[src/rtl/magnitude_comparator.sv]
// Registered WIDTH-bit magnitude comparator with 7485-style cascade inputs.
// Define MAGCMP_SIGNED_EN to compare a/b as two's-complement instead of unsigned.
module magnitude_comparator #(
    parameter int WIDTH = 4
) (
    input  logic             clk,
    input  logic             rst,
    input  logic [WIDTH-1:0] a,
    input  logic [WIDTH-1:0] b,
    input  logic             in_valid,
    input  logic             gi,
    input  logic             eqi,
    input  logic             li,
    output logic             g,
    output logic             eq,
    output logic             l,
    output logic             out_valid
);

    logic a_gt;
    logic a_lt;
    logic g_reg, g_next;
    logic eq_reg, eq_next;
    logic l_reg, l_next;
    logic out_valid_reg, out_valid_next;

`ifdef MAGCMP_SIGNED_EN
    always_comb begin
        a_gt = $signed(a) > $signed(b);
        a_lt = $signed(a) < $signed(b);
    end
`else
    always_comb begin
        a_gt = a > b;
        a_lt = a < b;
    end
`endif

    // On equal operands, resolve from the cascade with priority gi > li > eqi;
    // eqi is implied when neither gi nor li is set, so the result stays one-hot.
    always_comb begin
        g_next         = g_reg;
        eq_next        = eq_reg;
        l_next         = l_reg;
        out_valid_next = 1'b0;
        if (in_valid) begin
            out_valid_next = 1'b1;
            if (a_gt) begin
                g_next  = 1'b1;
                eq_next = 1'b0;
                l_next  = 1'b0;
            end else if (a_lt) begin
                g_next  = 1'b0;
                eq_next = 1'b0;
                l_next  = 1'b1;
            end else if (gi) begin
                g_next  = 1'b1;
                eq_next = 1'b0;
                l_next  = 1'b0;
            end else if (li) begin
                g_next  = 1'b0;
                eq_next = 1'b0;
                l_next  = 1'b1;
            end else begin
                g_next  = 1'b0;
                eq_next = 1'b1;
                l_next  = 1'b0;
            end
        end
    end

    always_ff @(posedge clk) begin
        if (rst) begin
            g_reg         <= 1'b0;
            eq_reg        <= 1'b0;
            l_reg         <= 1'b0;
            out_valid_reg <= 1'b0;
        end else begin
            g_reg         <= g_next;
            eq_reg        <= eq_next;
            l_reg         <= l_next;
            out_valid_reg <= out_valid_next;
        end
    end

    assign g         = g_reg;
    assign eq        = eq_reg;
    assign l         = l_reg;
    assign out_valid = out_valid_reg;

    // eqi only matters as the fall-through case of the cascade priority.
    logic unused_eqi;
    assign unused_eqi = eqi;

endmodule

[config.mk]
export PLATFORM = sky130hd
export DESIGN_NAME = magnitude_comparator
export DESIGN_NICKNAME = d
export VERILOG_FILES = /design/src/rtl/magnitude_comparator.sv
export SDC_FILE = /design/constraint.sdc
export NUM_CORES = 1
export LEC_CHECK = 0
export BUFFER_PORTS_ARGS = -buffer_cell sky130_fd_sc_hd__buf_2
export CAP_MARGIN = 40
export CORE_AREA = 2 2 39 41
export DETAILED_ROUTE_END_ITERATION = 8
export DIE_AREA = 0 0 41 43
export GPL_TIMING_DRIVEN = 0
export HOLD_SLACK_MARGIN = 0.12
export PLACE_DENSITY = 0.47
export SLEW_MARGIN = 15
export SYNTH_ARGS = -nofsm -noshare
export SYNTH_HDL_FRONTEND = slang
export SYNTH_SLANG_ARGS = --single-unit
[constraint.sdc]
create_clock -name clk -period 2.6 [get_ports clk]
set_input_delay 0.13 -clock clk [delete_from_list [all_inputs] [get_ports clk]]
set_output_delay 0.13 -clock clk [all_outputs]
set_load 0.03 [all_outputs]
# Word level (Yosys, flattened, before mapping)
# Index checks and enable logic that the tools add are counted.
[totals]
ff_bits = 4
latchBits = 0
mem_bits_rw = 0
mem_bits_ro = 0
inputBits = 14
output_inout_bits = 4
wordCells = 18
n_memories = 0
[op_classes]
addsub = 0
n_mul = 0
div = 0
n_lt_le_gt_ge = 2
eq_ne = 0
shifts = 0
muxes = 12
bitwise = 0
n_reduce_logical = 0
[ops]
columns = ["cell", "n"]
rows = [
  ["two-way mux 1 bit", 12],
  ["greater-than comparator 4 bit", 1],
  ["< comparator 4 bit", 1],
]

# Longest topological paths before layout
[logic_depth]
depth_word = 4
mapped_depth = 6
ltp_nobuf = 6

# Least setup slack after synthesis
# OpenSTA, ideal clock, no wires.
[synth_timing]
path_type = "input to register"
start = "in b[3]"
end = "reg l_reg (netlist: l)"
arrival_time_ns = 0.988
required_time_ns = 2.509
slack_ns = 1.521
stages = 6
n_path_buf = 0
cell_sequence = "inv_1 -> ha_1 -> nand2_2 -> nor3_2 -> nand2_1 -> a311oi_1"
[synth_via]
elab_chain_cells = 3
elab_cells_between_ends = 4
[synth_rtl]
columns = ["item", "line_no", "rtl"]
rows = [
  ["start, declared", "9", "input logic [WIDTH-1:0] b,"],
  ["< comparator 4 bit", "35", "a_lt = a < b;"],
  ["two-way mux 1 bit", "52", "end else if (a_lt) begin"],
  ["two-way mux 1 bit (*)", "48", "if (a_gt) begin"],
  ["end signal, assigned", "81", "l_reg <= l_next;"],
  ["end, declared", "24", "logic l_reg, l_next;"],
]
# Mark *: on every way between the ends. The rest lies on a longest branch, timed or not.
# A chain may end at the register's enable or synchronous reset.

==> results_dict.tcl <==
set metrics [dict create \
    fin_crit_ps 1090 \
    tightestPinTransition_ps 215 \
    slew_headroom_pct 85.6 \
    path_max_fanout 4 \
    cp-start-kind "input port" \
    rsz0062_at_grt "no" \
    p_per_area_mw_per_mm2 481 \
    routedWlPerCell_um 7.70 \
    cts_root_buf "clkbuf_4" \
    ant_nets 0 \
    dieArea_mm2 0.00176 \
    fp.dieH_um 43 \
    start_util_pct 18.3 \
    path_delay_family "buffers and inverters" \
    clkSlewWorstSetupHoldPaths_ps 30 \
    grt_pass1_wl_um 765 \
    min_path_type "input port to flip-flop" \
    setup_viol 0 \
    syn-num-nets 49 \
    whs_path_depth 2 \
    critPathBufInv 2 \
    vdd_ir_drop_max_uv 208 \
    dr.first_iter.drc_count 2 \
    worst_setup_path_end_kind "flip-flop" \
    critical_path_depth 6 \
    cts_setup_buffers 0 \
    worstSkewPairLatency_ps 230 \
    tritoncts "built" \
    gr-total-overflow 0 \
    hpwl_um 452 \
    vias_per_cell 3.96 \
    worst_clock_skew_ps 0 \
    first_pass_iters 3 \
    synthCells 31 \
    r2r_cells 2 \
    syn_avg_cell_area_um2 8.15 \
    ys_seq_elements 4 \
    placement.io_buffers 16 \
    num_vias 265 \
    p_leak_nw 0.205 \
    fin_nets 71 \
    rows 14 \
    core_mm2 0.00138 \
    crit_type "input port to flip-flop" \
    fin_util_pct 27.8 \
    critPathMaxStageDelay_ps 530 \
    fmax_mhz 916 \
    area_growth_pct 52.5 \
    htree_levels 1 \
    finalCritPeriodShare_pct 42.0 \
    hold_viol_final 0 \
    track_usage_pct 7.12 \
    place.gp.congestion 0.727 \
    io_pins 18 \
    final.setup.tns_ps 0 \
    cp_slowest_cell "dlygate4sd3_1" \
    post_cts_resized 0 \
    die_w_um 41 \
    synth_cell_types 13 \
    ys_warn_count 0 \
    cts_buffer_depth 2 \
    report.final.slew_viol_count 0 \
    syn-cell-area_um2 253 \
    status "finished, final reports clean" \
    critical_path_required_ps 2740 \
    wl_um 516 \
    grt_max_degree 6 \
    antenna_found_initial 0 \
    clock-sinks 4 \
    cts_made_buffers 3 \
    grt_pass1_vias 222 \
    drive_gt1_share_pct 41.2 \
    crit_arrival_ps 1230 \
    synth_seq_area_share_pct 31.7 \
    diodes 0 \
    drcViolationCount 0 \
    drv_cap 0 \
    cp_cell_sequence "dlygate4sd3_1, buf_2, nand2b_1, nor2_1, nand2_1, o32ai_1" \
]
-- path summary, 6_finish.rpt --
path | from | to | slack (ps)
worst max register to register | eq | eq | 1910
worst max-delay path | rst | eq | 1510
worst min-delay path | in_valid | l | 150
worst min register to register | eq | eq | 470
-- placed cells by master, fill, tap and decap left out --
| cell | n |
|---|---|
| buf_2 | 16 |
| o21a_1 | 1 |
| inv_1 | 7 |
| nor2_1 | 2 |
| o21ai_0 | 1 |
| o32ai_1 | 2 |
| nand2_1 | 3 |
| a311oi_1 | 1 |
| a21oi_1 | 2 |
| dfxtp_1 | 4 |
| nand2_2 | 1 |
| nor3_2 | 1 |
| ha_1 | 4 |
| clkbuf_4 | 3 |
| nand2b_1 | 2 |
| dlygate4sd3_1 | 1 |
-- final cells by class --
type / count / area, um2
Fill cell: 163 / 998
Sequential cell: 4 / 80.1
Inverter: 7 / 26.3
Multi-Input combinational cell: 20 / 146
Timing Repair Buffer: 17 / 90.1
Tap cell: 16 / 20.0
Clock buffer: 3 / 22.5
-- power by group --
group | total (mW) | leakage, nW | internal [mW] | switching [mW]
registers | 0.0666 | 0.0329 | 0.0653 | 0.00135
logic | 0.0439 | 0.158 | 0.0199 | 0.0241
clock network | 0.0748 | 0.0138 | 0.0515 | 0.0234
-- Yosys cell counts --
library cell | count | area, um2
inv_1 | 7 | 26.3
dfxtp_1 | 4 | 80.1
ha_1 | 4 | 50.1
nand2_1 | 3 | 11.3
a21oi_1 | 2 | 10.0
nand2b_1 | 2 | 12.5
nor2_1 | 2 | 7.51
o32ai_1 | 2 | 17.5
a311oi_1 | 1 | 8.76
nand2_2 | 1 | 6.26
nor3_2 | 1 | 10.0
o21a_1 | 1 | 7.51
o21ai_0 | 1 | 5.00
-- worst reg2reg max path, cell delays in order (launching register included) --
cell and delay, ps:
dfxtp_1 310, inv_1 40, o32ai_1 250
-- cells by family (layout without fill, tap and decap cells) --
logic type      count (synthesis)  in the layout  synth area share (%)
buf+inv                         7             27                  10.4
flops                           4              4                  31.7
compound gates                  7              7                  19.3
simple gates                    9              9                  18.8
fa+ha+maj                       4              4                  19.8
-- repair_timing --
| item | 4_1_cts | 5_1_grt |
|---|---|---|
| hold endpoints to repair | 1 | 0 |
| hold buffers | 1 | 0 |
| setup endpoints to repair | 0 | 0 |
-- through the flow --
stage	instances	worst slack, ps	area, um2	power (mW)	hold WS [ps]
2_1_floorplan	31	1520	253	0.0939	202
3_3_place_gp	63	1370	353	0.111	341
3_5_place_dp	63	1370	353	0.111	341
4_1_cts	67	1490	385	0.190	147
5_1_grt	67	1440	385	0.204	147
6_report	67	1510	385	0.185	147
-- routing by layer --
metal | vias up | track usage [%] | wire [um]
li1 | 146 | - | -
met1 | 108 | 5.77 | 204
met2 | 11 | 10.3 | 245
met3 | 0 | 8.90 | 67
met4 | 0 | 2.00 | 0
met5 | - | 0 | 0
(Power assumes the default switching activity.)
